File: config.mk
export PLATFORM = sky130hd
export DESIGN_NAME = xoro_stream
export DESIGN_NICKNAME = d
export VERILOG_FILES = /design/src/rtl/xoro_stream.sv
export SDC_FILE = /design/constraint.sdc
export NUM_CORES = 1
export LEC_CHECK = 0
export BUFFER_PORTS_ARGS = -buffer_cell sky130_fd_sc_hd__buf_2
export CAP_MARGIN = 10
export CORE_MARGIN = 2
export CORE_UTILIZATION = 57
export CTS_CLUSTER_DIAMETER = 150
export DETAILED_ROUTE_END_ITERATION = 8
export HOLD_SLACK_MARGIN = 0.02
export PLACE_DENSITY_LB_ADDON = 0.12
export SETUP_SLACK_MARGIN = 0.02
export SYNTH_ARGS = -nofsm -noshare
export SYNTH_HDL_FRONTEND = slang
export SYNTH_SLANG_ARGS = --single-unit
File: constraint.sdc
create_clock -name clk -period 3.3 [get_ports clk]
set_input_delay 0.66 -clock clk [delete_from_list [all_inputs] [get_ports clk]]
set_output_delay 0.66 -clock clk [all_outputs]
set_load 0.05 [all_outputs]
File: src/rtl/xoro_stream.sv
// xoroshiro128+ generator feeding a small prefetch FIFO of 32-bit words.
// Each 64-bit result is pushed low half first, then high half; reseeding goes through a shadow register.
module xoro_stream #(
  parameter int          DEPTH = 4,
  parameter logic [63:0] SEED0 = 64'h0000_0000_0000_0001,
  parameter logic [63:0] SEED1 = 64'h0000_0000_0000_0002
) (
  input  logic                     clk,
  input  logic                     reset,
  input  logic                     seed_wr,
  input  logic [1:0]               seed_idx,
  input  logic [31:0]              seed_data,
  output logic                     out_valid,
  input  logic                     out_ready,
  output logic [31:0]              out_data,
  output logic [$clog2(DEPTH):0]   level
);

  localparam int PW = $clog2(DEPTH);
  localparam int LW = PW + 1;
  localparam logic [LW-1:0] FULL = LW'(DEPTH);

  typedef enum logic [1:0] {
    GEN_LO,
    GEN_HI,
    COMMIT
  } state_t;

  state_t          state_q, state_d;
  logic [63:0]     s0_q, s0_d, s1_q, s1_d;
  logic [127:0]    shadow_q, shadow_d;
  logic [31:0]     hi_hold_q, hi_hold_d;
  logic [31:0]     mem_q [DEPTH];
  logic [PW-1:0]   wr_ptr_q, wr_ptr_d, rd_ptr_q, rd_ptr_d;
  logic [LW-1:0]   level_q, level_d;

  logic [63:0]     result, t, s0_next, s1_next;
  logic            push, pop, step, commit;
  logic [31:0]     push_data;

  always_comb begin
    result  = s0_q + s1_q;
    t       = s0_q ^ s1_q;
    s0_next = {s0_q[39:0], s0_q[63:40]} ^ t ^ (t << 16);
    s1_next = {t[26:0], t[63:27]};
  end

  always_comb begin
    shadow_d = shadow_q;
    if (seed_wr) begin
      case (seed_idx)
        2'd0:    shadow_d[31:0]   = seed_data;
        2'd1:    shadow_d[63:32]  = seed_data;
        2'd2:    shadow_d[95:64]  = seed_data;
        default: shadow_d[127:96] = seed_data;
      endcase
    end
  end

  // Push is gated on the registered level only; a same-cycle pop never makes room.
  always_comb begin
    state_d   = state_q;
    push      = 1'b0;
    push_data = hi_hold_q;
    step      = 1'b0;
    commit    = 1'b0;
    case (state_q)
      GEN_LO: begin
        if (level_q < FULL) begin
          push      = 1'b1;
          push_data = result[31:0];
          step      = 1'b1;
          state_d   = GEN_HI;
        end
      end
      GEN_HI: begin
        if (level_q < FULL) begin
          push    = 1'b1;
          state_d = GEN_LO;
        end
      end
      COMMIT: begin
        commit  = 1'b1;
        state_d = GEN_LO;
      end
      default: state_d = GEN_LO;
    endcase
    if (seed_wr && seed_idx == 2'd3) begin
      state_d = COMMIT;
    end
  end

  assign pop = out_valid && out_ready;

  always_comb begin
    s0_d      = s0_q;
    s1_d      = s1_q;
    hi_hold_d = hi_hold_q;
    wr_ptr_d  = wr_ptr_q;
    rd_ptr_d  = rd_ptr_q;
    level_d   = level_q;
    if (step) begin
      s0_d      = s0_next;
      s1_d      = s1_next;
      hi_hold_d = result[63:32];
    end
    if (push) begin
      wr_ptr_d = wr_ptr_q + PW'(1);
    end
    if (pop) begin
      rd_ptr_d = rd_ptr_q + PW'(1);
    end
    if (push && !pop) begin
      level_d = level_q + LW'(1);
    end else if (pop && !push) begin
      level_d = level_q - LW'(1);
    end
    // Flush beats any same-cycle handshake; an all-zero seed would lock the generator at zero.
    if (commit) begin
      wr_ptr_d = '0;
      rd_ptr_d = '0;
      level_d  = '0;
      if (shadow_q == '0) begin
        s0_d = SEED0;
        s1_d = SEED1;
      end else begin
        s0_d = shadow_q[63:0];
        s1_d = shadow_q[127:64];
      end
    end
  end

  always_ff @(posedge clk) begin
    if (reset) begin
      state_q   <= GEN_LO;
      s0_q      <= SEED0;
      s1_q      <= SEED1;
      shadow_q  <= {SEED1, SEED0};
      hi_hold_q <= '0;
      wr_ptr_q  <= '0;
      rd_ptr_q  <= '0;
      level_q   <= '0;
      for (int i = 0; i < DEPTH; i++) begin
        mem_q[i] <= '0;
      end
    end else begin
      state_q   <= state_d;
      s0_q      <= s0_d;
      s1_q      <= s1_d;
      shadow_q  <= shadow_d;
      hi_hold_q <= hi_hold_d;
      wr_ptr_q  <= wr_ptr_d;
      rd_ptr_q  <= rd_ptr_d;
      level_q   <= level_d;
      if (push) begin
        mem_q[wr_ptr_q] <= push_data;
      end
    end
  end

  assign out_valid = (level_q != '0);
  assign out_data  = mem_q[rd_ptr_q];
  assign level     = level_q;

endmodule

# Word-level counts from Yosys, hierarchy flattened
# Memory sizes are Yosys's and may differ from the RTL's. A register that Yosys moved wholly into a read port is not among the register bits.
# Cells that the tools add are included.
# word_totals
ff_bits,297
ram_bits,128
input_bits,38
out_inout_bits,36
elab_cells,83
mem_count,1
# mem_list
memory,words,width,rd,rd_ports_with_merged_regs,wr,line,text
mem_q,4,32,1,1,4,33,logic [31:0] mem_q [DEPTH];
# op_classes
add_sub_neg,5
n_lt_le_gt_ge,1
n_eq_ne,9
muxes,28
bitwise,4
reduce_logical,23
# ops
operator,n
64-bit two-way mux,6
64-bit XOR,3
128-bit zero test,1
32-bit two-way mux,3
64-bit adder,1
32-bit OR reduction,1
2-bit two-way mux,6
2-bit AND reduction,6
1-bit two-way mux,10
2-bit == test (second input constant),3
3-bit two-way mux,2
3-bit inequality test (second input constant),2
2-bit OR reduction,3
2-bit by 1-bit adder with 2-bit output (second input constant),2
2-bit by 1-bit == test with 1-bit output (second input constant),2
1-bit logical AND,4
2-bit zero test,2
2-bit inequality test (second input constant),2
2-bit case mux with 2 select lines,1
2-bit nonzero test,2
3-bit by 1-bit adder with 3-bit output (second input constant),1
3-bit less-than comparator (second input constant),1
3-bit nonzero test,1
3-bit OR reduction,1
other kinds (3),4

# Depth between registers and ports, before layout
# Gate-level depths: netlist (run 1).
# depth
ltp_word,8
ltp_mapped,12
depth_no_buf,12

# Worst setup path after synthesis (run 1)
# OpenSTA, ideal clock, no wires.
# synth_path
path_kind,reg2reg
start,register level_q[2] (netlist: level[2])
end,"memory mem_q[3][0], enable pin"
setup_time_ns,0.466
arrival_time_ns,3.355
required_time_ns,2.834
path_slack_ns,-0.521
stages_incl_launch_ff,5
path_cell_list,dfxtp_1 clkbuf_1 nor2_1 nand2_1 o21ai_0
# synth_rtl
item,line,text
"start, declared",35,"logic [LW-1:0] level_q, level_d;"
"start signal, assigned",154,level_q <= level_d;
"end, declared",33,

==> results.toml, run 1 <==
[logic_synthesis]
yosysWarningCount = 0
synth.distinct_cells = 76
netlist_area_sq_mm = 0.0217
ys_seq_area_frac = 0.454
syn_nets = 2486
yosys_register_bits = 427
async_flop_share = 0
synthCells = 2382
ys.flop_type = "dfxtp_1"
syn_area_per_cell_sq_um = 9.09
synth_edf_count = 128

[sta]
min_period_ns = 3.18
hold_viol_final = 0
rsz0062_at_grt = "no"
skew_ns = 0.0233
post-route-period-util = 0.964
setup_viol = 0
drv_slew = 0
timing.slew.headroom = 0.226
fmax_ghz = 0.314
worstMarginPinSlew_ns = 1.16
setup_tns_ns = 0

[route]
drtAntennaViolNets = 0
drt_iter0_drc = 2249
via_count = 19757
viasPerCell = 6.61
drc = 0
drtPass1Iterations = 6
wirelength_mm = 78.8
wl_per_cell_um = 26.4

[floorplan]
io_pins = 74
dieArea_sq_mm = 0.0396
rows = 71
start_util = 0.576
core_sq_mm = 0.0376
die_h_um = 199
dieWidth_um = 199

[clock_tree]
cts_made_buffers = 44
clk_pin_slew_worst_paths_ns = 0.06
clock-sinks = 427
clk_latency_ns = 0.61
clockRootBuffer = "clkbuf_16"
clock_path_buffers = 3
h-tree-depth = 2
cts_tree = "built"

[run]
maxCapViolCount = 0

[layout]
post-route-util = 0.657
multi_input_area_sq_mm = 0.0111
fillers = 3179
regArea_sq_mm = 0.00983
final_net_count = 2545
layout-drive-gt1-share = 0.150
antennaDiodeCount = 0
instances_no_fill = 2988
layout_common_cells = "nor2_1 (300), dfxtp_1 (296), nand2_1 (290)"
area_delta_synth_final_pct = 14.1
layout_commonest_cell = "nor2_1"

[power]
power-per-cell-area_mw_per_mm2 = 1170
p_total_mw = 28.8
power_frac_clock = 0.182
seqPwrFrac = 0.269
p_sw_mw = 13.1
sw_frac_of_total = 0.453
pwr-share-comb = 0.549
vdd_drop_max_v = 0.000632
internal_power_mw = 15.8
p_leak_nw = 9.53

[global_routing]
grt_max_degree = 168
grt_pass1_wl_mm = 115
grt.overflow.total = 0
antenna_found_initial = 0
grt_pass1_vias = 18395
track_usage = 0.396

[worst_setup_path]
critPathRequiredTime_ns = 3.63
cp-end-kind = "register"
crit_fanout = 4
reg2reg_slack_ns = 0.12
arrival_ns = 3.51
critical_path_class = "register to register"
start_kind = "register"

[placement]
dp_hpwl_mm = 57.2
portBuffers = 73
dp.cells = 2905
place_congestion = 1.04

[worst_hold_path]
hold_path.class = "input pin to register"

[status]
status = "finished clean"
## final timing paths
kind | from | end | depth (start not counted)
setup / recovery | s0_q[0] | mem_q[0][28] | 14
hold / removal | seed_data[20] | shadow_q[116] | 2
setup reg to reg | s0_q[0] | mem_q[0][28] | 14
hold reg to reg | hi_hold_q[25] | hi_hold_q[25] | 2
## per-stage QoR
step / setup slack (ns) / hold WS, ns / cell area, sq um
after global placement: 0.0463 / 0.437 / 23100
after floorplan: 0.325 / 0.419 / 21700
final: 0.118 / 0.318 / 24700
after global routing: 0.00267 / 0.333 / 24700
after detailed placement: 0.0516 / 0.443 / 23100
after CTS: 0.0387 / 0.307 / 24600
## power groups by stage
stage / clock network [mW] / registers, mW / logic [mW]
floorplan: 0 / 7.47 / 10.0
detailed placement: 0 / 7.82 / 15.2
global placement: 0 / 7.75 / 15.1
CTS: 5.28 / 7.71 / 15.3
finish: 5.26 / 7.76 / 15.8
global route: 5.47 / 7.83 / 16.6
## Yosys cell counts (all sizes together), types with 6 or more instances
| cell type | count | area [sq um] |
|---|---|---|
| a21boi | 11 | 82.6 |
| mux4 | 32 | 721 |
| o211ai | 13 | 97.6 |
| dfxtp | 299 | 5990 |
| nand3 | 44 | 220 |
| nor2 | 301 | 1130 |
| a21oi | 194 | 978 |
| mux2i | 11 | 110 |
| o21ai | 51 | 255 |
| buf | 51 | 248 |
| a21o | 38 | 285 |
| a211oi | 9 | 72.6 |
| nor3 | 144 | 731 |
| o22ai | 6 | 37.5 |
| a31oi | 16 | 100 |
| o21a | 7 | 52.6 |
| xnor2 | 131 | 1150 |
| a22o | 32 | 280 |
| edfxtp | 128 | 3840 |
| inv | 21 | 78.8 |
| ha | 64 | 801 |
| and2 | 6 | 37.5 |
| clkbuf | 155 | 582 |
| or3 | 11 | 73.8 |
| and3 | 15 | 93.8 |
| a221oi | 129 | 1130 |
| xor2 | 30 | 263 |
| nor2b | 6 | 37.5 |
| nand2 | 290 | 1090 |
| nand4 | 22 | 138 |
| o21bai | 8 | 60.1 |
| nor4 | 38 | 238 |
## timing repair
item                       4_1_cts  5_1_grt
pin swaps                        1        8
resized for setup                0       21
hold buffers                     0        0
setup endpoints to repair        2       50
buffers inserted                 0        1
## cell type report
cell class                      instances  area share
Inverter                               22     0.00334
Clock inverter                         21      0.0110
Sequential cell                       427       0.398
Multi-Input combinational cell       1727       0.448
Clock buffer                           61      0.0504
Timing Repair Buffer                  219      0.0631
Tap cell                              511      0.0259
## sequential cells by signal, summed over array words and instances (netlist names), named ones only
signal / cells
s0_q: 64
hi_hold_q: 32
wr_ptr_q: 2
level: 3
s1_q: 64
state_q: 2
rd_ptr_q: 2
shadow_q: 128
mem_q: 128
## cells by family (layout without fill, tap and decap cells)
family                     Yosys count  in the layout  share of synthesized area
AOI/OAI and AO/OA                  553            553                      0.177
xor gates and xnor gates           161            161                     0.0651
DFF                                427            427                      0.454
and+or+nand+nor                    904            904                      0.185
muxes                               43             43                     0.0384
adders and majority gates           66             66                     0.0388
buffers and inverters              228            323                     0.0421
## layer usage
metal / track usage / share of wire / up-vias
li1: - / - / 8791
met4: 0.254 / 0.074 / 0
met1: 0.508 / 0.38 / 9511
met3: 0.0673 / 0.099 / 284
met5: 0 / 0 / -
met2: 0.621 / 0.44 / 1171
## critical path, cell delays in order (launching register included)
cell       delay (ns)
dfxtp_2          0.35
ha_4             0.13
inv_1            0.05
fa_2             0.32
and2b_4          0.27
o2111ai_4        0.16
a2111oi_4        0.39
buf_4            0.23
o21ai_1          0.13
a31oi_1          0.31
xnor2_1          0.18
nor2_1           0.06
a21oi_1          0.14
buf_4            0.14
nor2_1           0.05
Power figures use the tool's default switching activity.
==> run 2, diff against run 1 <==
CORE_ASPECT_RATIO = 0.75   (was unset)
==> results.toml, run 2 (synthesis gave the netlist of run 1 again) <==
[route]
drt_iter0_drc = 3313
viasPerCell = 6.72
drc = 0
drtPass1Iterations = 6
wl_per_cell_um = 28.0
wirelength_mm = 84.8
drtAntennaViolNets = 0
via_count = 20334

[global_routing]
antenna_found_initial = 2
grt_max_degree = 179
grt_pass1_vias = 18790
grt_pass1_wl_mm = 124
grt.overflow.total = 0
track_usage = 0.420

[layout]
area_delta_synth_final_pct = 15.5
final_area_sq_mm = 0.0250
final_net_count = 2595
layout_common_cells = "nor2_1 (300), dfxtp_1 (296), nand2_1 (289)"
instances_no_fill = 3025
layout_commonest_cell = "nor2_1"
antennaDiodeCount = 0
layout-drive-gt1-share = 0.167
top_regs = "mem_q (128), shadow_q (128)"
fillers = 3073

[placement]
dp.cells = 2949
place_congestion = 1.05
portBuffers = 73
place_area_sq_mm = 0.0235
dp_hpwl_mm = 62.3

[clock_tree]
clock_path_buffers = 3
clockRootBuffer = "clkbuf_16"
cts_tree = "built"
clk_pin_slew_worst_paths_ns = 0.07
h-tree-depth = 2
clk_latency_ns = 0.60
hold_buffers = 0
clock-sinks = 427
cts_made_buffers = 42

[floorplan]
io_pins = 74
rows = 61
die_h_um = 173
dieWidth_um = 229
start_util = 0.581
dieArea_sq_mm = 0.0396
core_sq_mm = 0.0372

[sta]
drv_slew = 0
skew_ns = 0.0380
fmax_ghz = 0.310
min_period_ns = 3.23
hold_viol_final = 0
post-route-period-util = 0.979
timing.slew.headroom = 0.220
worstMarginPinSlew_ns = 1.17
setup_tns_ns = 0
setup_viol = 0

[worst_hold_path]
hold_path.class = "input pin to register"

[worst_setup_path]
critPathRequiredTime_ns = 3.81
crit_fanout = 4
cp-end-kind = "register"
start_kind = "register"
arrival_ns = 3.74
critical_path_class = "register to register"

[status]
status = "finished clean"

[power]
power-per-cell-area_mw_per_mm2 = 1180
p_total_mw = 29.5
vdd_drop_max_v = 0.000579
p_leak_nw = 9.75

[run]
maxCapViolCount = 0
-- run 2: cell count changes in the layout (fill, tap and decap cells not counted), moves of 2 or more --
cell,change
a21oi_2,-2
buf_6,+2
a21boi_0,+2
a211oi_2,+2
clkbuf_16,-2
clkinvlp_4,-3
a21oi_1,+2
o21ai_0,-2
a211oi_1,-2
clkbuf_1,-2
buf_4,+51
-- run 2: critical path, stage by stage (launching register included) --
cell,delay (ns)
dfxtp_2,0.36
ha_4,0.14
inv_1,0.05
fa_2,0.32
and2b_4,0.27
o2111ai_4,0.15
a2111oi_4,0.43
buf_6,0.20
o211ai_1,0.14
a21oi_2,0.23
a31o_2,0.24
nand3_1,0.11
a2111o_1,0.43
nand3_1,0.07
-- run 2: area by class of cell --
type / instances / area, sq um / share of cell area
sequential: 427 / 9830 / 0.393
clock buffer: 56 / 1170 / 0.0469
tap: 504 / 631 / 0.0252
clock inverter: 18 / 240 / 0.00960
multi-input combinational: 1727 / 11100 / 0.444
inverter: 22 / 82.6 / 0.00330
timing repair buffer: 271 / 1940 / 0.0777
-- run 2: path summary, 6_finish.rpt --
check | from | end | slack, ns | depth (start not counted)
worst min register to register | hi_hold_q[18] | hi_hold_q[18] | 0.45 | 2
worst max register to register | s0_q[0] | hi_hold_q[24] | 0.07 | 13
worst min-delay path | seed_data[27] | shadow_q[123] | 0.34 | 2
worst max-delay path | s0_q[0] | hi_hold_q[24] | 0.07 | 13
-- run 2: through the flow --
stage	hold slack (ns)	worst slack, ns	util
3_5_place_dp	0.443	-0.00394	0.630
3_3_place_gp	0.445	0.0250	0.630
5_1_grt	0.350	-0.0236	0.672
4_1_cts	0.328	0.0182	0.668
2_1_floorplan	0.419	0.325	-
6_report	0.337	0.0698	0.672
-- run 2: metal layers --
| metal | GRT usage | wire (um) | up-vias | share of wire |
|---|---|---|---|---|
| met5 | 0 | 25 | - | 0.00029 |
| met4 | 0.108 | 2460 | 4 | 0.029 |
| met3 | 0.182 | 13900 | 172 | 0.16 |
| met1 | 0.602 | 34100 | 9859 | 0.40 |
| li1 | - | - | 8860 | - |
| met2 | 0.580 | 34300 | 1439 | 0.40 |
-- run 2: timing repair --
item | CTS | global route
setup buffers | 0 | 2
pin swaps | 1 | 16
gates resized for setup | 2 | 27
setup endpoints to repair | 9 | 39
-- run 2: report_power, final --
group	internal, mW	switching [mW]
logic	6.14	10.4
clock network	2.84	2.18
registers	6.83	1.04
total	15.8	13.7
==> run 3, diff against run 2 <==
ABC_CLOCK_PERIOD_IN_PS = 3300   (was unset)
CORE_UTILIZATION = 55   (was 57)
GPL_TIMING_DRIVEN = 0   (was unset)
==> results.toml, run 3 (synthesis gave the netlist of run 1 again) <==
[status]
status = "complete, but fails checks"
violations = "negative setup slack"

[sta]
fin_ws_ns = -0.0540
post-route-period-util = 1.02
min_period_ns = 3.35
rsz0062_at_grt = "yes"
setup_tns_ns = -0.253
setup_viol = 8
drv_slew = 0
worstMarginPinSlew_ns = 1.30
fmax_ghz = 0.298
hold_viol_final = 0
timing.slew.headroom = 0.135
skew_ns = 0.0328

[worst_setup_path]
critPathBufInv = 1
critical_path.max_stage_delay_ns = 0.48
worst_path_dominant_cell_family = "simple AND/OR/NAND/NOR gates"
cp-end-kind = "register"
start_kind = "register"
critPathSlowestCell = "or3_4"
worstPathCellList = "ha_1, buf_8, nand4_1, or3_4, o221ai_2, a21oi_1, o31ai_2, a41o_1, a31oi_1, or4_1, nand3_1"
critPathRequiredTime_ns = 3.80
arrival_ns = 3.85
critical_path_class = "register to register"
crit_cells = 11
crit_fanout = 10
rr_worst_depth = 11

[floorplan]
die_h_um = 176
io_pins = 74
rows = 62
core_sq_mm = 0.0386
dieArea_sq_mm = 0.0410
dieWidth_um = 233
start_util = 0.562

[clock_tree]
clock_path_buffers = 3
cts_made_buffers = 43
clock-sinks = 427
h-tree-depth = 2
hold_buffers = 0
cts_tree = "built"
clockRootBuffer = "clkbuf_16"
clk_latency_ns = 0.59
clk_pin_slew_worst_paths_ns = 0.07

[global_routing]
grt_max_degree = 33
grt_pass1_wl_mm = 133
grt.overflow.total = 0
antenna_found_initial = 2
grt_pass1_vias = 19073
track_usage = 0.456

[layout]
layout_commonest_cell = "nor2_1"
final_net_count = 2614
post-route-util = 0.645
layout_common_cells = "nor2_1 (299), dfxtp_1 (288), nand2_1 (286)"
layout-drive-gt1-share = 0.139
top_regs = "mem_q (128), shadow_q (128)"
area_delta_synth_final_pct = 14.8
multi_input_area_sq_mm = 0.0115
fillers = 3183
regArea_sq_mm = 0.00985

[worst_hold_path]
worstHoldPathCells = 2
hold_path.class = "input pin to register"

[power]
internal_power_mw = 14.9
pwr-share-comb = 0.560
power_frac_clock = 0.169
p_sw_mw = 14.6
p_leak_nw = 9.32
power-per-cell-area_mw_per_mm2 = 1190
vdd_drop_max_v = 0.000597
seqPwrFrac = 0.271
sw_frac_of_total = 0.495

[placement]
place_congestion = 1.09
place_ws_ns = -0.820
portBuffers = 72
dp_hpwl_mm = 73.0

[route]
drt_iter0_drc = 3863
drtPass1Iterations = 7
via_count = 21416
viasPerCell = 7.00
wirelength_mm = 95.0
wl_per_cell_um = 31.1
drc = 0
drtAntennaViolNets = 0

[run]
maxCapViolCount = 0
## run 3: final cells by class
class,count,area share
buffer,198,0.0351
inverter,22,0.00332
multi-input combinational,1727,0.462
tap,512,0.0258
antenna,2,0.000201
timing repair buffer,91,0.0214
sequential,427,0.396
clock buffer,54,0.0466
clock inverter,25,0.00936
## run 3: final timing paths
check | from | end | slack, ns
max | s0_q[38] | hi_hold_q[17] | -0.05
min reg2reg | hi_hold_q[18] | hi_hold_q[18] | 0.46
max reg2reg | s0_q[38] | hi_hold_q[17] | -0.05
min | seed_data[1] | shadow_q[97] | 0.35
## run 3: power by group through the flow
stage	combinational, mW	clock, mW	sequential (mW)
floorplan	10.0	0	7.47
global placement	14.8	0	7.92
detailed placement	14.9	0	7.96
CTS	15.3	4.94	7.87
global route	17.0	5.17	8.03
finish	16.5	5.01	7.99
## run 3: routing by layer
| layer | vias up | track usage | routed length [um] |
|---|---|---|---|
| met3 | 259 | 0.220 | 17800 |
| met1 | 10371 | 0.662 | 37800 |
| met2 | 1869 | 0.593 | 36100 |
| li1 | 8917 | - | - |
| met4 | 0 | 0.132 | 3340 |
| met5 | - | 0 | 0 |
## run 3: metrics by stage
step / instances / hold slack [ns] / cell area [sq um] / power (mW)
floorplan: 2382 / 0.419 / 21700 / 17.5
CTS: 3045 / 0.347 / 24400 / 28.1
detailed placement: 2967 / 0.443 / 22700 / 22.9
finish: 3058 / 0.354 / 24900 / 29.5
global route: 3056 / 0.363 / 24900 / 30.2
global placement: 2966 / 0.436 / 22700 / 22.7
## run 3: timing repair
action | CTS | global route
pin swaps | 9 | 15
setup endpoints to repair | 297 | 307
setup buffers | 6 | 12
gates cloned | 0 | 0
endpoints found under the hold margin | 0 | 0
resized for setup | 88 | 101
